File: src/rtl/hazard_pkg.sv
// Shared encodings for the hazard unit: forwarding selects, the load result source
// and the width of the outstanding multicycle-op counter.
package hazard_pkg;

  localparam logic [1:0] FWD_RF          = 2'b00;
  localparam logic [1:0] FWD_WB          = 2'b01;
  localparam logic [1:0] FWD_MEM         = 2'b10;
  localparam logic [1:0] RESULT_SRC_LOAD = 2'b01;

  localparam int unsigned OUT_W   = 3;
  localparam logic [2:0]  OUT_MAX = 3'd7;

  // Which hazard sources fired this cycle; one bundle keeps the counter logic tidy.
  typedef struct packed {
    logic lw;
    logic mc;
    logic raw;
  } stall_src_t;

endpackage

File: src/rtl/hazard_scoreboard.sv
// Busy bit per architectural register plus an outstanding-op counter for the
// variable-latency multicycle unit. A set and a clear on the same register: set wins.
module hazard_scoreboard
  import hazard_pkg::*;
#(
  parameter int REG_AW   = 5,
  parameter int MC_DEPTH = 2
)(
  input  logic                   clk,
  input  logic                   rst,
  input  logic                   set_i,
  input  logic [REG_AW-1:0]      set_addr_i,
  input  logic                   clr_i,
  input  logic [REG_AW-1:0]      clr_addr_i,
  output logic [2**REG_AW-1:0]   busy_o,
  output logic                   full_o,
  output logic                   sb_err_o
);

  localparam int NREG = 2**REG_AW;

  logic [NREG-1:0]  busy_q, busy_d;
  logic [OUT_W-1:0] out_q, out_d;
  logic             err_q, err_d;

  // Next-state for busy bits; x0 can never be busy.
  always_comb begin
    busy_d = busy_q;
    for (int i = 1; i < NREG; i++) begin
      if (set_i && (set_addr_i == REG_AW'(i))) begin
        busy_d[i] = 1'b1;
      end else if (clr_i && (clr_addr_i == REG_AW'(i))) begin
        busy_d[i] = 1'b0;
      end else begin
        busy_d[i] = busy_q[i];
      end
    end
    busy_d[0] = 1'b0;
  end

  // Outstanding count and the sticky error for a completion nobody issued.
  always_comb begin
    out_d = out_q;
    case ({set_i, clr_i})
      2'b10:   out_d = (out_q == OUT_MAX) ? out_q : out_q + 3'd1;
      2'b01:   out_d = (out_q == 3'd0) ? out_q : out_q - 3'd1;
      default: out_d = out_q;
    endcase
    err_d = err_q | (clr_i & (out_q == 3'd0));
  end

  // State registers with synchronous active-low reset.
  always_ff @(posedge clk) begin
    if (!rst) begin
      busy_q <= '0;
      out_q  <= 3'd0;
      err_q  <= 1'b0;
    end else begin
      busy_q <= busy_d;
      out_q  <= out_d;
      err_q  <= err_d;
    end
  end

  assign busy_o   = busy_q;
  assign full_o   = (out_q >= OUT_W'(MC_DEPTH));
  assign sb_err_o = err_q;

endmodule

File: src/rtl/hazard_unit_sb.sv
// Hazard unit for the 5-stage pipeline: M/W forwarding, load-use and multicycle
// scoreboard stalls, branch flushes and saturating stall/flush counters.
module hazard_unit_sb
  import hazard_pkg::*;
#(
  parameter int REG_AW     = 5,
  parameter int MC_DEPTH   = 2,
  parameter int ENABLE_FWD = 1,
  parameter int CNT_W      = 16
)(
  input  logic              clk,
  input  logic              rst,
  input  logic [REG_AW-1:0] Rs1D,
  input  logic [REG_AW-1:0] Rs2D,
  input  logic [REG_AW-1:0] RdD,
  input  logic              McOpD,
  input  logic [REG_AW-1:0] rs1_addr_E,
  input  logic [REG_AW-1:0] rs2_addr_E,
  input  logic [REG_AW-1:0] RdE,
  input  logic [1:0]        ResultSrcE,
  input  logic              RegWriteE,
  input  logic              PCSrcE,
  input  logic              McStartE,
  input  logic [REG_AW-1:0] RdM,
  input  logic [REG_AW-1:0] RdW,
  input  logic              RegWriteM,
  input  logic              RegWriteW,
  input  logic              McDoneW,
  input  logic [REG_AW-1:0] McRdW,
  output logic [1:0]        ForwardAE,
  output logic [1:0]        ForwardBE,
  output logic              StallF,
  output logic              StallD,
  output logic              FlushD,
  output logic              FlushE,
  output logic [CNT_W-1:0]  lw_stall_cnt,
  output logic [CNT_W-1:0]  mc_stall_cnt,
  output logic [CNT_W-1:0]  flush_cnt,
  output logic              sb_err
);

  localparam int NREG = 2**REG_AW;

  logic [NREG-1:0]  busy_s;
  logic             full_s;
  logic             sb_err_s;
  stall_src_t       src_s;
  logic             stall_s;
  logic [1:0]       fwd_a_s, fwd_b_s;
  logic [CNT_W-1:0] lw_cnt_q, lw_cnt_d;
  logic [CNT_W-1:0] mc_cnt_q, mc_cnt_d;
  logic [CNT_W-1:0] fl_cnt_q, fl_cnt_d;

  hazard_scoreboard #(
    .REG_AW   (REG_AW),
    .MC_DEPTH (MC_DEPTH)
  ) u_scoreboard (
    .clk        (clk),
    .rst        (rst),
    .set_i      (McStartE),
    .set_addr_i (RdE),
    .clr_i      (McDoneW),
    .clr_addr_i (McRdW),
    .busy_o     (busy_s),
    .full_o     (full_s),
    .sb_err_o   (sb_err_s)
  );

  // A clear in W this cycle already releases the register to D via write-through.
  function automatic logic busy_live(input logic [NREG-1:0] busy,
                                     input logic [REG_AW-1:0] a,
                                     input logic done,
                                     input logic [REG_AW-1:0] done_a);
    return busy[a] & ~(done & (done_a == a));
  endfunction

  function automatic logic raw_hit(input logic [REG_AW-1:0] rs);
    return (rs != '0) && ((RegWriteE && (rs == RdE)) ||
                          (RegWriteM && (rs == RdM)) ||
                          (RegWriteW && (rs == RdW)));
  endfunction

  function automatic logic [1:0] fwd_pick(input logic [REG_AW-1:0] rs);
    if (RegWriteM && (RdM != '0) && (RdM == rs)) begin
      return FWD_MEM;
    end else if (RegWriteW && (RdW != '0) && (RdW == rs)) begin
      return FWD_WB;
    end else begin
      return FWD_RF;
    end
  endfunction

  function automatic logic [CNT_W-1:0] sat_inc(input logic [CNT_W-1:0] v, input logic en);
    if (en && (v != {CNT_W{1'b1}})) begin
      return v + CNT_W'(1);
    end else begin
      return v;
    end
  endfunction

  // Classify this cycle's stall sources.
  always_comb begin
    src_s.lw = (ResultSrcE == RESULT_SRC_LOAD) && (RdE != '0) &&
               ((Rs1D == RdE) || (Rs2D == RdE));
    src_s.mc = busy_live(busy_s, Rs1D, McDoneW, McRdW) ||
               busy_live(busy_s, Rs2D, McDoneW, McRdW) ||
               busy_live(busy_s, RdD,  McDoneW, McRdW) ||
               (McStartE && (RdE != '0) &&
                ((RdE == Rs1D) || (RdE == Rs2D) || (RdE == RdD))) ||
               (McOpD && full_s && !McDoneW);
    if (ENABLE_FWD == 0) begin
      src_s.raw = raw_hit(Rs1D) || raw_hit(Rs2D);
    end else begin
      src_s.raw = 1'b0;
    end
    stall_s = src_s.lw | src_s.mc | src_s.raw;
  end

  // Forward selects; without forwarding the stall covers every RAW instead.
  always_comb begin
    if (ENABLE_FWD != 0) begin
      fwd_a_s = fwd_pick(rs1_addr_E);
      fwd_b_s = fwd_pick(rs2_addr_E);
    end else begin
      fwd_a_s = FWD_RF;
      fwd_b_s = FWD_RF;
    end
  end

  // Pipeline controls, all quiet while reset is held.
  always_comb begin
    if (rst) begin
      ForwardAE = fwd_a_s;
      ForwardBE = fwd_b_s;
      StallF    = stall_s & ~PCSrcE;
      StallD    = stall_s & ~PCSrcE;
      FlushD    = PCSrcE;
      FlushE    = stall_s | PCSrcE;
    end else begin
      ForwardAE = FWD_RF;
      ForwardBE = FWD_RF;
      StallF    = 1'b0;
      StallD    = 1'b0;
      FlushD    = 1'b0;
      FlushE    = 1'b0;
    end
  end

  // Counter next-state; a taken branch is charged as a flush, not a stall.
  always_comb begin
    lw_cnt_d = sat_inc(lw_cnt_q, src_s.lw & ~PCSrcE);
    mc_cnt_d = sat_inc(mc_cnt_q, (src_s.mc | src_s.raw) & ~PCSrcE);
    fl_cnt_d = sat_inc(fl_cnt_q, PCSrcE);
  end

  // Performance counter registers.
  always_ff @(posedge clk) begin
    if (!rst) begin
      lw_cnt_q <= '0;
      mc_cnt_q <= '0;
      fl_cnt_q <= '0;
    end else begin
      lw_cnt_q <= lw_cnt_d;
      mc_cnt_q <= mc_cnt_d;
      fl_cnt_q <= fl_cnt_d;
    end
  end

  assign lw_stall_cnt = lw_cnt_q;
  assign mc_stall_cnt = mc_cnt_q;
  assign flush_cnt    = fl_cnt_q;
  assign sb_err       = sb_err_s;

endmodule

File: config.mk
export PLATFORM = sky130hd
export DESIGN_NAME = hazard_unit_sb
export DESIGN_NICKNAME = d
export VERILOG_FILES = /design/src/rtl/hazard_pkg.sv /design/src/rtl/hazard_scoreboard.sv /design/src/rtl/hazard_unit_sb.sv
export SDC_FILE = /design/constraint.sdc
export NUM_CORES = 1
export LEC_CHECK = 0
export CAP_MARGIN = 15
export CORE_MARGIN = 2
export CORE_UTILIZATION = 50
export DETAILED_ROUTE_END_ITERATION = 8
export PLACE_DENSITY_LB_ADDON = 0.15
export SLEW_MARGIN = 20
export SYNTH_ARGS = -nofsm -noshare
export SYNTH_HDL_FRONTEND = slang
export SYNTH_SLANG_ARGS = --single-unit
export TNS_END_PERCENT = 5
File: constraint.sdc
create_clock -name clk -period 3.66 [get_ports clk]
set_input_delay 0.366 -clock clk [delete_from_list [all_inputs] [get_ports clk]]
set_output_delay 0.366 -clock clk [all_outputs]
set_load 0.005 [all_outputs]
==> impl_metrics.json, run 1 <==
{
  "gp_congestion": 0.975,
  "worst-path-stages": 8,
  "netlist_area_mm2": 0.00524,
  "finalPower_mw": 1.98,
  "fin_ws_ns": 0.0904,
  "dp_hpwl_um": 11900,
  "min_period_ns": 3.57,
  "syn-num-nets": 691,
  "p_leak_nw": 2.49,
  "numClockSinks": 83,
  "cts-root-buf": "clkbuf_8",
  "post-route-drc-count": 0,
  "ios": 113,
  "crit_family": "simple AND/OR/NAND/NOR gates",
  "yosysWarnings": 0,
  "status": "finished, final reports clean",
  "num_antenna_cells": 0,
  "async_flop_share_pct": 0,
  "worstReg2RegEnd": "mc_stall_cnt[4]",
  "critPathArrivalTime_ns": 3.20,
  "drtIter0Drc": 528,
  "fmax_mhz": 280,
  "clkSlewWorstSetupHoldPaths_ns": 0.10,
  "cp-end-kind": "primary output",
  "ys_ff_latch": 83,
  "core_area_mm2": 0.0102,
  "tightest_slew_ns": 0.805,
  "fp.dieW_um": 106,
  "port_buffers": 111,
  "max_stage_delay_ns": 0.55,
  "slew_headroom_pct": 46.3,
  "finalMaxSlewViolations": 0,
  "hold_class": "register to register",
  "routedWlPerCell_um": 17.3,
  "critPathLaunchType": "register",
  "grt_max_degree": 80,
  "rsz0062_at_grt": "false",
  "cts_tree": "done",
  "min_period_over_period_pct": 97.5,
  "cts_max_path_buffers": 2,
  "vias": 5219,
  "critPathSlowestCell": "or4_4",
  "drt_first_pass_iters": 7,
  "post-place-ws_ns": -0.233,
  "ant_nets": 0,
  "setup_tns_ns": 0,
  "layout.cells.non_filler": 904,
  "ys.flop_type": "dfxtp_1",
  "power-per-cell-area_mw_per_mm2": 285,
  "critPathBufInv": 1,
  "cts_buffers": 9,
  "cp_data_required_time_ns": 3.29,
  "placed_cells": 888,
  "fin_area_mm2": 0.00694,
  "synth_edf_count": 0,
  "globalRouteTotalUtil_pct": 28.2,
  "syn2layout_area_growth_pct": 32.5,
  "cp-endpoint": "FlushE",
  "hold_viol_final": 0,
  "irDropWorstVdd_mv": 0.292,
  "synth_cells": 631,
  "setup_viol": 0,
  "dieArea_mm2": 0.0113,
  "start_util_pct": 51.2,
  "clock_latency_ns": 0.37,
  "r2r_cells": 9,
  "r2r_slack_ns": 0.88,
  "via_per_inst": 5.77,
  "worstReg2RegStart": "u_scoreboard.busy_o[27]",
  "grt_pass1_wl_um": 25300,
  "nets": 823,
  "fin_util_pct": 67.8,
  "avgSynthCellArea_um2": 8.30,
  "whs_ns": 0.497,
  "ctsHoldBuffers": 0,
  "drive_above_1_share_pct": 12.5,
  "rows": 37,
  "critPathLaunch": "u_scoreboard.busy_o[27]",
  "die_y_um": 106,
  "grt_pass1_vias": 5093,
  "cp_cell_sequence": "mux4_2 -> or3b_1 -> nor4bb_1 -> or4_4 -> nor2_4 -> a21oi_1 -> or2_2 -> clkdlybuf4s50_1",
  "ys_seq_area_share_pct": 31.7,
  "num-fill-cells": 858,
  "maxCapViolations": 0,
  "finClkSkew_ns": 0.0104,
  "synth.distinct_cells": 53,
  "totalWireLength_um": 15600,
  "htreeDepth": 3,
  "worst-setup-path-type": "register to primary output",
  "grt_overflow": 0,
  "placed_cell_area_mm2": 0.00671,
  "antenna_found_initial": 0,
  "crit_fanout": 4
}
## logic make-up (layout without fill, tap and decap cells)
logic type,Yosys count,in the layout,synth area share (%)
and+or+nand+nor,259,259,25.1
AOI/OAI and AO/OA,117,117,12.8
DFF,83,83,31.7
xor gates and xnor gates,82,82,13.7
buffers and inverters,51,188,4.49
muxes,35,35,11.1
adders and majority gates,4,4,1.10
## state kept, by name, indices dropped and copies added, names as in the netlist
name	cells
u_scoreboard.sb_err_o	1
flush_cnt	16
u_scoreboard.out_q	3
u_scoreboard.busy_o	31
mc_stall_cnt	16
lw_stall_cnt	16
## placed cells by master, fill, tap and decap left out, types with 23 or more instances in the layout
cell and n:
nand2_1 61, nor2_1 52, a21oi_1 46, xor2_1 59
xnor2_1 23, dfxtp_1 83, o21ai_0 43, nand3_1 35
clkdlybuf4s50_1 101, buf_4 45
## per-layer routing
layer	part of all wire, %	vias up	GRT usage [%]
met4	2.7	0	10.3
met3	7.7	37	6.44
met5	0	-	0
met1	43	2451	37.5
li1	-	2512	-
met2	46	219	44.7
## how the worst min path moves through the flow
stage                                startpoint  cells past startpoint  slack, ns               endpoint
after floorplan           u_scoreboard.sb_err_o                      2       0.46  u_scoreboard.sb_err_o
after global placement         mc_stall_cnt[11]                      2       0.47       mc_stall_cnt[11]
after detailed placement       mc_stall_cnt[11]                      2       0.48       mc_stall_cnt[11]
after CTS                      mc_stall_cnt[11]                      2       0.49       mc_stall_cnt[11]
after global routing           mc_stall_cnt[11]                      2       0.53       mc_stall_cnt[11]
final                     u_scoreboard.sb_err_o                      2       0.50  u_scoreboard.sb_err_o
## worst register-to-register path: stages, from the launching register on
cell and delay, ns:
dfxtp_1 0.36, mux4_2 0.47, or3b_1 0.37, nor4bb_1 0.14
or4_4 0.55, buf_4 0.17, o21ai_4 0.19, buf_4 0.20
or3_1 0.13, a21oi_1 0.06
## report_power, final
group          internal, mW  switching, mW  leakage, nW  total, mW
clock network         0.265          0.384       0.0926      0.649
registers             0.918         0.0218        0.670      0.940
logic                 0.193          0.195         1.72      0.387
total                  1.38          0.601         2.49       1.98
## Yosys cell counts (3+ instances only)
cell type	count	area share, %
a211oi_1	4	0.57
a21oi_1	46	4.4
a31oi_1	7	0.84
and2_1	4	0.48
and3_1	12	1.4
and4_1	5	0.84
buf_2	10	0.96
clkbuf_1	22	1.6
dfxtp_1	83	32
ha_1	3	0.72
inv_1	11	0.79
mux2_2	4	0.86
mux2i_1	13	2.5
mux4_2	18	7.7
nand2_1	61	4.4
nand2b_1	8	0.96
nand3_1	35	3.3
nand3b_1	4	0.57
nand4_1	8	0.96
nor2_1	53	3.8
nor2b_1	13	1.6
nor3_1	11	1.1
nor3b_1	3	0.43
nor4_1	14	1.7
o21ai_0	43	4.1
or3_1	16	1.9
or4_1	6	0.86
xnor2_1	23	3.8
xor2_1	59	9.9
## repair_timing
action | in CTS | in global routing
endpoints found under the setup margin | 3 | 3
buffers inserted | 0 | 0
pin swaps | 0 | 2
gates resized for setup | 10 | 9
## cell type report
class                           instances  area, um2  area share [%]
Clock buffer                            9        124            1.78
Clock inverter                          7       71.3            1.03
Inverter                               12       45.0           0.649
Multi-Input combinational cell        497       3360            48.4
Sequential cell                        83       1660            23.9
Tap cell                              136        170            2.45
Timing Repair Buffer                  160       1510            21.7
(Power assumes the default switching activity.)
==> run 2: changes to the inputs <==
CORE_ASPECT_RATIO = 0.75   (was not set)
CORE_MARGIN = 4   (was 2)
==> run 2 against run 1 <==
  * Critical endpoint unchanged
  * Final area grew 2.0%
  * Worst setup slack worse by 0.015 ns
  * Critical path depth is 3 higher
  * First-iteration DRC count rose by 28%
  * Hold slack got worse by 0.027 ns
  * Die area is 7.8% higher
  * Total power up 14%
==> impl_metrics.json, run 2 (synthesis gave the netlist of run 1 again) <==
{
  "r2r_cells": 10,
  "grt_max_degree": 80,
  "finalPower_mw": 2.25,
  "layout.cells.non_filler": 906,
  "fp.dieW_um": 126,
  "cts_buffers": 9,
  "ctsHoldBuffers": 0,
  "slew_headroom_pct": 45.2,
  "grt_pass1_vias": 5105,
  "max_stage_delay_ns": 0.50,
  "critPathArrivalTime_ns": 3.22,
  "critPathSlowestCell": "clkdlybuf4s50_1",
  "drtIter0Drc": 676,
  "finClkSkew_ns": 0.00740,
  "cts_tree": "done",
  "drive_above_1_share_pct": 12.6,
  "worstReg2RegStart": "u_scoreboard.busy_o[13]",
  "fin_area_mm2": 0.00708,
  "drt_first_pass_iters": 5,
  "rows": 32,
  "grt_pass1_wl_um": 26700,
  "r2r_slack_ns": 0.78,
  "hold_viol_final": 0,
  "tightest_slew_ns": 0.821,
  "p_leak_nw": 2.57,
  "port_buffers": 111,
  "dp_hpwl_um": 12900,
  "ant_nets": 0,
  "status": "finished, final reports clean",
  "totalWireLength_um": 16500,
  "num_antenna_cells": 0,
  "cp_data_required_time_ns": 3.29,
  "final_cell_mix": "clkdlybuf4s50_1 (103), dfxtp_1 (83), nand2_1 (61), xor2_1 (59), nor2_1 (53)",
  "worstReg2RegEnd": "mc_stall_cnt[5]",
  "layout_commonest_cell": "clkdlybuf4s50_1",
  "globalRouteTotalUtil_pct": 26.9,
  "fmax_mhz": 279,
  "hold_class": "register to register",
  "start_util_pct": 51.1,
  "cts-root-buf": "clkbuf_16",
  "maxCapViolations": 0,
  "placed_cells": 888,
  "syn2layout_area_growth_pct": 35.1,
  "irDropWorstVdd_mv": 0.269,
  "core_area_mm2": 0.0102,
  "vias": 5322,
  "die_y_um": 96.6,
  "grt_overflow": 0,
  "antenna_found_initial": 0,
  "crit_family": "simple AND/OR/NAND/NOR gates",
  "hold_path_end": "u_scoreboard.sb_err_o",
  "htreeDepth": 3,
  "gp_congestion": 0.944,
  "dieArea_mm2": 0.0122,
  "min_period_over_period_pct": 98.0,
  "routedWlPerCell_um": 18.3,
  "crit_fanout": 3,
  "holdPathStages": 2,
  "clkSlewWorstSetupHoldPaths_ns": 0.06,
  "min_from": "u_scoreboard.sb_err_o",
  "largest_reg_flops": 31,
  "placed_cell_area_mm2": 0.00672,
  "clock_latency_ns": 0.33,
  "cts_max_path_buffers": 2,
  "critPathBufInv": 3,
  "via_per_inst": 5.87,
  "setup_viol": 0,
  "nets": 825,
  "worst-setup-path-type": "input port to primary output",
  "cp-end-kind": "primary output",
  "critPathLaunchType": "input port",
  "ios": 113,
  "post-route-drc-count": 0,
  "finalMaxSlewViolations": 0,
  "numClockSinks": 83,
  "cp_cell_sequence": "clkdlybuf4s50_1 -> buf_4 -> xor2_1 -> nor4_1 -> and3_1 -> nor4_1 -> or4_4 -> nor2_1 -> a21oi_1 -> or2_2 -> clkdlybuf4s50_1",
  "power-per-cell-area_mw_per_mm2": 318,
  "min_period_ns": 3.59
}
run 2: cell count changes in the layout (fill, tap and decap cells not counted), sizes merged:
| cell | previous run | this run |
|---|---|---|
| clkinv | 2 | 3 |
| clkdlybuf4s15 | 1 | 0 |
| inv | 15 | 13 |
| bufinv | 0 | 1 |
| dlymetal6s2s | 4 | 5 |
| clkdlybuf4s50 | 101 | 103 |
| buf | 49 | 51 |
| clkinvlp | 2 | 0 |
| clkbuf | 9 | 12 |
| dlygate4sd2 | 5 | 2 |
run 2: what timing repair did:
item                                    in CTS  in global routing
pin swaps                                    0                  1
resized for setup                            6                 10
gates cloned                                 0                  0
setup buffers                                1                  1
endpoints found under the setup margin       3                  3
run 2: power by group:
| part | internal (mW) | leakage (nW) | switching, mW |
|---|---|---|---|
| Sequential | 0.919 | 0.670 | 0.0231 |
| Combinational | 0.193 | 1.75 | 0.192 |
| Clock | 0.551 | 0.150 | 0.374 |
| Total | 1.66 | 2.57 | 0.589 |
run 2: through the flow:
stage | setup WS, ns | util, % | setup TNS [ns] | hold slack, ns
floorplan | 0.835 | - | 0 | 0.460
global placement | -0.172 | 65.6 | -0.243 | 0.459
detailed placement | -0.198 | 65.6 | -0.338 | 0.466
CTS | 0.000262 | 68.8 | 0 | 0.475
global route | -0.0200 | 69.1 | -0.0200 | 0.490
finish | 0.0749 | 69.1 | 0 | 0.470
run 2: worst max-delay path by stage:
| stage | from | end | slack, ns | cells after the start |
|---|---|---|---|---|
| 2_1_floorplan | RdD[2] | StallF | 0.84 | 9 |
| 3_3_place_gp | Rs2D[0] | FlushE | -0.17 | 10 |
| 3_5_place_dp | Rs2D[0] | FlushE | -0.20 | 9 |
| 4_1_cts | RdD[0] | FlushE | 0.0003 | 9 |
| 5_1_grt | Rs1D[2] | FlushE | -0.02 | 10 |
| 6_report | McRdW[4] | FlushE | 0.07 | 11 |
run 2: worst min-delay path, stage by stage (launching register included):
cell and delay, ns:
dfxtp_1 0.32, a21oi_1 0.04, nor2_1 0.07
run 2: metal layers:
layer,vias to the layer above,track usage (%),share of wire [%]
met5,-,0,0
met4,0,4.37,0.89
met3,14,7.06,8.7
met2,209,40.2,44
met1,2579,39.8,46
li1,2520,-,-
run 2: final cells by class:
cell class,instances,area [um2]
fillers,882,3170
multi-input cells,497,3360
flip-flops and latches,83,1660
inverters,12,45.0
clock buffers,11,243
well taps,136,170
repair buffers,162,1540
clock inverters,5,61.3
==> patch (settings of run 1) <==
Change the parameter `ENABLE_FWD` from 1 to 0.
--- a/src/rtl/hazard_unit_sb.sv
+++ b/src/rtl/hazard_unit_sb.sv
@@ -5,7 +5,7 @@
 #(
   parameter int REG_AW     = 5,
   parameter int MC_DEPTH   = 2,
-  parameter int ENABLE_FWD = 1,
+  parameter int ENABLE_FWD = 0,
   parameter int CNT_W      = 16
 )(
   input  logic              clk,
Check against the original RTL: not equivalent (a bounded check fails within 4 cycles, from zero or initial values and one cycle with rst low).
==> patch against run 1 <==
- area after synthesis up 1.3%
- setup slack better by 0.0083 ns
- worst hold slack better by 0.0050 ns
- sequential cell count stayed put
- combinational power decreased by 2%
- via count fell by 2.9%
- global-route usage is 1.7 points lower
- register-to-register slack gained 0.26 ns
- cell area shrank 3.7%
- power down 1.8%
- routed wire length decreased by 4.8%
- highest routed layer unchanged
==> patch: results (changes against run 1) <==
| Metric | Value |
|---|---|
| Clock latency on the worst-skew pair | `0.37 ns (about the same)` |
| Proportion of synthesized chip area in sequential cells | `31.32% (-0.40 points)` |
| Distinct cell type count of the synthesized netlist | `59 (+11%)` |
| Cell family with most CP delay | `buffers and inverters` |
| Synthesis Warnings | `0 (unchanged)` |
| Wire length of the first global-routing pass | `24.05 mm (-4.8%)` |
| Final HPWL from detailed placement | `10.97 mm (-7.8%)` |
| Clock Skews | `0.01445 ns (+0.004097 ns)` |
| Number of antenna violations at the first check in global routing | `0 (unchanged)` |
| Number of design-rule violations left by the first detailed-router iteration | `382 (-28%)` |
| Commonest cells in the synthesized netlist | `83 x sky130_fd_sc_hd__dfxtp_1, 66 x sky130_fd_sc_hd__nand2_1, 55 x sky130_fd_sc_hd__nor2_1, 46 x sky130_fd_sc_hd__xnor2_1, 42 x sky130_fd_sc_hd__a21oi_1` |
| Fillcell total | `917 (+6.9%)` |
| Leakage dissipation | `0.002311 uW (-7.1%)` |
| Worst slew margin relative to its limit | `38.19% (-8.1 points)` |
| Peak supply drop | `0.0001836 V (-37%)` |
| Root buffer cell | `sky130_fd_sc_hd__clkbuf_8` |
| Number of vias after detailed routing | `5066 (-2.9%)` |
| Share of synthesized registers carrying an async set or reset | `0% (unchanged)` |
| Placer congestion estimate | `0.9180 (-5.9%)` |
| Cell depth of the worst flop-to-flop path | `10 (+1)` |
| Number of flip-flops under the largest register name | `31 (unchanged)` |
| Post-synthesis area per instance | `8.302 um2 (about the same)` |
| Pin count of the biggest net entering global routing | `49 (-39%)` |
| Number of port buffers | `98 (-12%)` |
| Delay of the slowest cell on the worst path | `0.56 ns` |
| Diode count | `0 (unchanged)` |
| Placed insts | `861 (-3.0%)` |
| Type of the tightest min-delay check | `flop to flop` |
| Most instantiated flip-flop cell in the synthesis netlist | `sky130_fd_sc_hd__dfxtp_1` |
| Run status | `finished, final reports clean` |
| Fraction of layout cells with a size suffix above 1 | `11.47% (-1.0 points)` |
| CP arrival | `3.20 ns (about the same)` |
| Total global routing track utilization | `26.47% (-1.7 points)` |
| Highest-delay cell along the critical path | `sky130_fd_sc_hd__clkdlybuf4s50_1` |
| Setup bufs post-CTS | `0 (unchanged)` |
| Maximum fanout along the worst path | `8 (+4)` |
| Hold-critical path depth | `2 (unchanged)` |
| Clock transition at the register clock pins on the worst setup and hold paths after CTS | `0.08 ns (-0.02 ns)` |
| Number of global-route vias before repair | `4903 (-3.7%)` |
| Number of H-tree levels | `3 (unchanged)` |
| Final-stage net count | `796 (-3.3%)` |
| Average detailed-routed wire length per instance | `16.92 um (-1.9%)` |
| Post-DR vias/cell | `5.777 (about the same)` |
| Area after detailed placement | `6499 um2 (-3.2%)` |
| Main area contributors after synthesis | `sky130_fd_sc_hd__dfxtp_1 31%, sky130_fd_sc_hd__mux4_2 8.1%, sky130_fd_sc_hd__xnor2_1 7.6%` |
| Number of iterations in the first detailed-routing pass | `5 (-2)` |
[patch: layer usage]
metal  GRT usage [%]  routed length, um  vias up
li1                -                  -     2427
met1           33.23               6313     2367
met2           43.49               6893      240
met3           6.626               1313       32
met4           10.76                320        0
met5               0                  0        -
[patch: path summary, 6_finish.rpt]
check / start / endpoint / slack [ns]
worst max-delay path: RdD[2] / FlushE / 0.1
worst min-delay path: u_scoreboard.sb_err_o$_SDFF_PN0_ / u_scoreboard.sb_err_o$_SDFF_PN0_ / 0.50
worst max register to register: u_scoreboard.busy_o[3]$_SDFFE_PN0P_ / mc_stall_cnt[0]$_SDFFE_PN0P_ / 1.14
worst min register to register: u_scoreboard.sb_err_o$_SDFF_PN0_ / u_scoreboard.sb_err_o$_SDFF_PN0_ / 0.50
[patch: worst reg2reg max path: stages, from the launching register on]
cell and delay, ns:
sky130_fd_sc_hd__dfxtp_1 0.35, sky130_fd_sc_hd__mux2_2 0.27, sky130_fd_sc_hd__a221oi_1 0.35, sky130_fd_sc_hd__nor3_1 0.08
sky130_fd_sc_hd__o211ai_1 0.31, sky130_fd_sc_hd__o2111ai_1 0.21, sky130_fd_sc_hd__buf_4 0.18, sky130_fd_sc_hd__o221ai_2 0.23
sky130_fd_sc_hd__buf_12 0.21, sky130_fd_sc_hd__xor2_1 0.16, sky130_fd_sc_hd__nor2_1 0.05
[patch: layout make-up]
cell class / instances / area (um2) / share of cell area, %
sequential: 83 / 1662 / 24.86
inverter: 14 / 52.55 / 0.7862
multi-input combinational: 495 / 3353 / 50.17
clock buffer: 12 / 145.1 / 2.171
tap: 136 / 170.2 / 2.546
clock inverter: 4 / 33.78 / 0.5054
timing repair buffer: 133 / 1267 / 18.96
[patch: report_power, final]
group          switching [uW]  leakage, uW  internal (uW)
registers                17.6     0.000670            918
logic                     194      0.00155            184
clock network             354    0.0000872            271
[patch: cells by family after synthesis]
group,synth area share (%)
fa+ha+maj,1.085
buf+inv,5.825
xor+xnor,13.54
mux,11.56
simple gates,22.81
flops,31.32
compound gates,13.80
other cells,0.07069
[patch: what timing repair did]
item,CTS,global route
cloned,0,0
setup endpoints to repair,1,2
resized for setup,1,1
[patch: stage by stage]
stage	setup WS [ns]	util, %
after global placement	0.001054	62.95
after floorplan	1.027	-
final	0.09870	64.74
after CTS	0.1357	64.67
after detailed placement	0.00001976	62.95
after global routing	0.01701	64.74
